## src/rtl/rc_encoder.sv

```systemverilog
// rc_encoder
// ----------
// Expands each accepted input beat of NI unsigned WS-bit values into a window
// of 2^WS spike beats. Within a window, lane i spikes on exactly u_i beats:
// a lane fires on a beat when its value is strictly greater than the beat's
// key. The key is either the raw phase ("lin", spikes front-loaded) or the
// bit-reversed phase ("rev", spikes spread evenly over the window).
//
// Handshake: on both sides a beat transfers on a rising edge where valid and
// ready are both high. A valid spike beat holds its data/last stable until
// it is accepted. The producer never withdraws valid once asserted.
//
// Ports
//   iCLK                 clock, rising edge
//   iRST                 asynchronous active-high reset
//   iValid_AS_RcIn       input beat valid
//   oReady_AS_RcIn       input beat ready
//   iData_AS_RcIn        NI x WS input values, lane i at [i*WS +: WS]
//   oValid_BM_EnRcSpike  spike beat valid
//   iReady_BM_EnRcSpike  downstream ready for spike beat
//   oData_BM_EnRcSpike   NI spike bits, bit i = lane i
//   oLast_BM_EnRcSpike   high on the final beat (phase W-1) of a window
module rc_encoder #(
  parameter int    NI    = 4,
  parameter int    WS    = 8,
  parameter string ORDER = "rev",
  parameter string BURST = "yes"
) (
  input  logic             iCLK,
  input  logic             iRST,
  input  logic             iValid_AS_RcIn,
  output logic             oReady_AS_RcIn,
  input  logic [NI*WS-1:0] iData_AS_RcIn,
  output logic             oValid_BM_EnRcSpike,
  input  logic             iReady_BM_EnRcSpike,
  output logic [NI-1:0]    oData_BM_EnRcSpike,
  output logic             oLast_BM_EnRcSpike
);

  localparam bit          USE_REV   = (ORDER == "rev");
  localparam bit          BURST_EN  = (BURST == "yes");
  localparam logic [WS-1:0] PH_LAST = {WS{1'b1}};

  typedef enum logic {IDLE = 1'b0, RUN = 1'b1} state_t;

  state_t            state_q, state_d;
  logic [NI*WS-1:0]  data_q, data_d;
  logic [WS-1:0]     phase_q, phase_d;
  logic [WS-1:0]     key;
  logic              is_last;
  logic              ready_raw;

  function automatic logic [WS-1:0] bitrev(input logic [WS-1:0] x);
    logic [WS-1:0] r;
    for (int k = 0; k < WS; k++) begin
      r[k] = x[WS-1-k];
    end
    return r;
  endfunction

  always_ff @(posedge iCLK or posedge iRST) begin
    if (iRST) begin
      state_q <= IDLE;
      data_q  <= '0;
      phase_q <= '0;
    end else begin
      state_q <= state_d;
      data_q  <= data_d;
      phase_q <= phase_d;
    end
  end

  assign key     = USE_REV ? bitrev(phase_q) : phase_q;
  assign is_last = (phase_q == PH_LAST);

  // Next-state and input-side ready. In BURST mode the input side is opened
  // only on the accepted last beat, so a new window starts with no bubble.
  always_comb begin
    state_d   = state_q;
    data_d    = data_q;
    phase_d   = phase_q;
    ready_raw = 1'b0;
    case (state_q)
      IDLE: begin
        ready_raw = 1'b1;
        if (iValid_AS_RcIn) begin
          data_d  = iData_AS_RcIn;
          phase_d = '0;
          state_d = RUN;
        end
      end
      RUN: begin
        if (iReady_BM_EnRcSpike) begin
          if (!is_last) begin
            phase_d = phase_q + WS'(1);
          end else begin
            phase_d = '0;
            if (BURST_EN) begin
              ready_raw = 1'b1;
              if (iValid_AS_RcIn) begin
                data_d = iData_AS_RcIn;
              end else begin
                state_d = IDLE;
              end
            end else begin
              state_d = IDLE;
            end
          end
        end
      end
      default: begin
        state_d = IDLE;
      end
    endcase
  end

  // Ready is forced low while reset is held, even though the state already
  // reads IDLE asynchronously.
  assign oReady_AS_RcIn = ready_raw & ~iRST;

  // Spike outputs are decoded from registers only.
  always_comb begin
    oValid_BM_EnRcSpike = (state_q == RUN);
    oLast_BM_EnRcSpike  = (state_q == RUN) && is_last;
    oData_BM_EnRcSpike  = '0;
    for (int i = 0; i < NI; i++) begin
      oData_BM_EnRcSpike[i] = (state_q == RUN) && (data_q[i*WS +: WS] > key);
    end
  end

endmodule

```

## config.mk

```make
export PLATFORM = sky130hd
export DESIGN_NAME = rc_encoder
export DESIGN_NICKNAME = d
export VERILOG_FILES = /design/src/rtl/rc_encoder.sv
export SDC_FILE = /design/constraint.sdc
export NUM_CORES = 1
export LEC_CHECK = 0
export CORE_UTILIZATION = 53
export DETAILED_ROUTE_END_ITERATION = 8
export PLACE_DENSITY = 0.8
export SLEW_MARGIN = 20
export SYNTH_ARGS = -nofsm -noshare
export SYNTH_HDL_FRONTEND = slang
export SYNTH_SLANG_ARGS = --single-unit
```

## constraint.sdc

```tcl
create_clock -name iCLK -period 2.1 [get_ports iCLK]
set_clock_uncertainty 0.15 [all_clocks]
set_input_delay 0.42 -clock iCLK [delete_from_list [all_inputs] [get_ports iCLK]]
set_output_delay 0.42 -clock iCLK [all_outputs]
set_load 0.03 [all_outputs]
```

* Word level (Yosys, flattened, before mapping) *
Index checks and enable logic that the tools add are counted.

storage, ports and cells
  register bits = 41
  bits in latches = 0
  memory bits (writable) = 0
  bits in read-only memories = 0
  input port bits = 36
  output and inout bits = 7
  memories kept = 0

cells by class
  add/subtract/negate cells = 1
  multiply operators = 0
  divide/modulo/power cells = 0
  $lt $le $gt $ge = 4
  equal/unequal tests = 4
  shifts and indexed selects = 0
  multiplexer cells = 15
  bitwise operators = 3
  reduce and logical (&&, ||, !) cells = 7

operator list
  operator             number
  $mux 32              3
  $pmux 32 s2          1
  $gt 8x8->1           4
  $mux 8               3
  $pmux 8 s2           1
  $add 8x1->8 const B  1
  $eq 8x8->1 const B   1
  $logic_and 1x1->1    5
  $mux 1               5
  $ne 2x2->1 const B   2
  $pmux 1 s2           2
  $reduce_and 2->1     2
  $ne 2x1->1 const B   1
  $not 1->1            2
  $and 1x1->1          1

* Depth between registers and ports, before layout *
  word-level depth = 5
  gate-level depth with buffers = 7

* Least setup slack after synthesis *
OpenSTA, ideal clock, no wires.

  path kind = register to output
  from = register phase_q[6]
  to = output oData_BM_EnRcSpike[1]
  arrival time = 1635 ps
  data required time = 1530 ps
  slack = -105 ps
  stages on the path, launching flop included = 7
  buffers on the path = 0
  cell sequence = dfrtp_1 -> inv_1 -> ha_1 -> nor2b_1 -> o211ai_1 -> a21o_1 -> a31oi_1

between the ends
  word-level cells in the longest chain between the ends = 2

ends and longest elaborated chain
  element                 RTL line  text
  start, declared         48        logic [WS-1:0] phase_q, phase_d;
  start signal, assigned  69        phase_q <= phase_d;
  $gt 8x8->1              127       oData_BM_EnRcSpike[i] = (state_q == RUN) && (data_q[i*WS +: WS] > key);
  $logic_and 1x1->1       127
  end, declared           36        output logic [NI-1:0] oData_BM_EnRcSpike,

Every way passes these cells.

* Final worst setup path *
  from = register phase_q[6]
  to = output oData_BM_EnRcSpike[2]

Same word-level chain as after synthesis.

==> flow_summary.toml <==
[status]
status = "complete, but fails checks"
violations = "negative setup slack"

[worst_setup_path]
arrival_ns = 1.84
endpoint_kind = "output pin"
cp_max_fo = 5
cp_slowest_cell = "dfrtp_1"
crit_required_ns = 1.53
r2r_slack_ns = 0.05
reg2reg_from = "phase_q[7]$_DFFE_PP0P_"
start_kind = "register"
critPathKind = "reg2out"
startpoint = "phase_q[6]$_DFFE_PP0P_"
crit_top_cell = "buf_6"
max_stage_delay_ns = 0.40
crit_chain = "inv_4, buf_6, ha_4, nor2b_4, o211ai_1, a21o_1, a31oi_2, buf_6"
r2r_cells = 7
reg2reg_to = "data_q[2]$_DFFE_PP0P_"
crit_end = "oData_BM_EnRcSpike[2]"

[floorplanning]
dieArea_sq_um = 5150
die_height_um = 71.8
ioPinCount = 43
core_area_sq_um = 4690
start_util_pct = 55.0
die_w_um = 71.8
num_rows = 25

[placed_design]
dpl_worst_slack_ns = -0.0966
io_buffers = 42
place_hpwl_mm = 4.07
place_congestion = 0.849

[yosys]
ys_types = 33
synth_edf_count = 0
yosysWarnings = 0
seq_area_frac_synth_pct = 39.7
syn_inst = 213
synth_ff_type = "dfrtp_1"
synth_area_leaders = "dfrtp_1 (40%), mux2_4 (17%), ha_1 (16%)"
synthArstFlopShare_pct = 100
syn_nets = 282
syn_area_sq_um = 2580
synth_common_cells = "dfrtp_1 (41), ha_1 (33), mux2_4 (30), inv_1 (13), a21oi_1 (12)"
synth.most_common_cell = "dfrtp_1"
synth.avg_cell_area_sq_um = 12.1
synth_seq_cells = 41
synth.top_cell.area_share_pct = 39.7
post-synth-top-area-cell = "dfrtp_1"

[drt]
drt.antenna.violating_nets = 0
avgViaCountPerCell = 5.75
vias = 1939
wirelength_mm = 5.86
drt_iter0_drc = 79
first_pass_iters = 4
drc = 0
wl_per_cell_um = 17.4

[pwr]
power_density_nw_per_um2 = 776
p_sw_uw = 945
irDropWorstVdd_mv = 0.468
p_sw_share_pct = 35.0
power_leakage_nw = 1.70
p_clk_share_pct = 18.2
internal_power_mw = 1.75
p_seq_share_pct = 35.9
p_comb_share_pct = 45.9

[clock_tree]
clock_latency_ns = 0.29
clkSinkCount = 41
cts_buffers = 5
cts-root-buf = "clkbuf_8"
clockBufferDepth = 2
path_clk_slew_ns = 0.08
htree_levels = 2
cts_tree = "built"

[hold_path]
hp-class = "reg2reg"

[sta]
setup_ws_ns = -0.314
setup_viol = 5
slew_violations = 0
min_period_ns = 2.41
rsz0062_at_grt = "yes"
post-route-period-util_pct = 115
worst_slew_pin_slew_ns = 0.323
slew_headroom_pct = 78.2
max_freq_ghz = 0.414
hold_viol = 0
holdWs_ns = 0.365

[global_routing]
grt_start_max_net_pins = 42
grt_pass1_wl_mm = 9.63
grtUsageTotal_pct = 24.8
antenna_found_initial = 0
grt_pass1_vias = 2049
grt_overflow = 0

[layout]
antenna_cells = 0
area_delta_synth_final_pct = 34.8
regArea_sq_um = 1030
fillers = 332
multiInputGateArea_sq_um = 1570
drive_gt1_share_pct = 32.9
fin_nets = 351

[run]
max-cap-violations = 0
sequential cells by signal, indices dropped and copies added (netlist names):
register             cells
phase_q                  8
oValid_BM_EnRcSpike      1
data_q                  32
routing by layer:
layer	wire length [um]	share of wire [%]	track usage (%)	vias up
li1	-	-	-	930
met1	2550	44	30.6	918
met5	0	0	0	-
met3	309	5.3	5.91	23
met4	182	3.1	10.2	0
met2	2820	48	41.7	68
critical path: cells and delay by family, from the launching register on:
| family | cells | cell delay, ns |
|---|---|---|
| AO/OA/AOI/OAI | 3 | 0.42 |
| flip-flops | 1 | 0.40 |
| buffers and inverters | 3 | 0.37 |
| adder cells (fa/ha/maj) | 1 | 0.26 |
| AND/OR/NAND/NOR | 1 | 0.12 |
power by group through the flow:
stage	Sequential, mW	Combinational (mW)	Clock, mW
after floorplan	0.985	0.663	0
after global placement	0.972	1.01	0
after detailed placement	0.973	1.07	0
after CTS	0.967	1.16	0.505
after global routing	0.981	1.36	0.538
final	0.968	1.24	0.492
metrics by stage:
step	instances	power, mW	util, %	area, sq um	TNS [ns]
finish	337	2.70	74.1	3480	-1.16
global route	337	2.88	74.1	3480	-1.81
CTS	330	2.63	70.9	3330	-1.05
detailed placement	319	2.04	67.1	3150	-2.58
global placement	319	1.98	67.1	3150	-1.38
floorplan	213	1.65	-	2600	0
cell families (layout without fill, tap and decap cells):
group / Yosys count / count (layout) / synth area share, %
AOI/OAI and AO/OA: 48 / 48 / 11.9
adders and majority gates: 33 / 33 / 16.0
buffers and inverters: 18 / 88 / 4.80
DFF: 41 / 41 / 39.7
muxes: 33 / 33 / 18.7
and+or+nand+nor: 40 / 40 / 8.82
cell type report:
cell class	count	share of cell area (%)
Sequential cell	41	29.5
Tap cell	54	1.94
Timing Repair Buffer	67	19.6
Multi-Input combinational cell	154	45.1
Clock buffer	6	2.09
Inverter	13	1.47
Clock inverter	2	0.288
how the worst min path moves through the flow:
stage	startpoint	endpoint	cells after the start
finish	data_q[16]$_DFFE_PP0P_	data_q[16]$_DFFE_PP0P_	1
global route	data_q[16]$_DFFE_PP0P_	data_q[16]$_DFFE_PP0P_	1
CTS	data_q[16]$_DFFE_PP0P_	data_q[16]$_DFFE_PP0P_	1
detailed placement	data_q[16]$_DFFE_PP0P_	data_q[16]$_DFFE_PP0P_	1
global placement	data_q[16]$_DFFE_PP0P_	data_q[16]$_DFFE_PP0P_	1
floorplan	data_q[0]$_DFFE_PP0P_	data_q[0]$_DFFE_PP0P_	1
what timing repair did:
item                                    CTS  global route
endpoints found under the setup margin    6            25
setup buffers                             3             5
hold buffers                              0             0
gates cloned                              0             2
resized for setup                        19            15
pin swaps                                 5             8
cells in the final DEF (no fill, tap or decap), drive strengths merged, types with 4 or more instances in the layout:
master,count
clkbuf,7
inv,13
buf,30
o211ai,4
a21oi,12
dfrtp,41
nor2,5
mux2,32
a21o,7
nor2b,4
nand2,9
nand4,9
nand3,7
clkdlybuf4s50,35
o21ai,11
ha,33
Power figures use the tool's default switching activity.
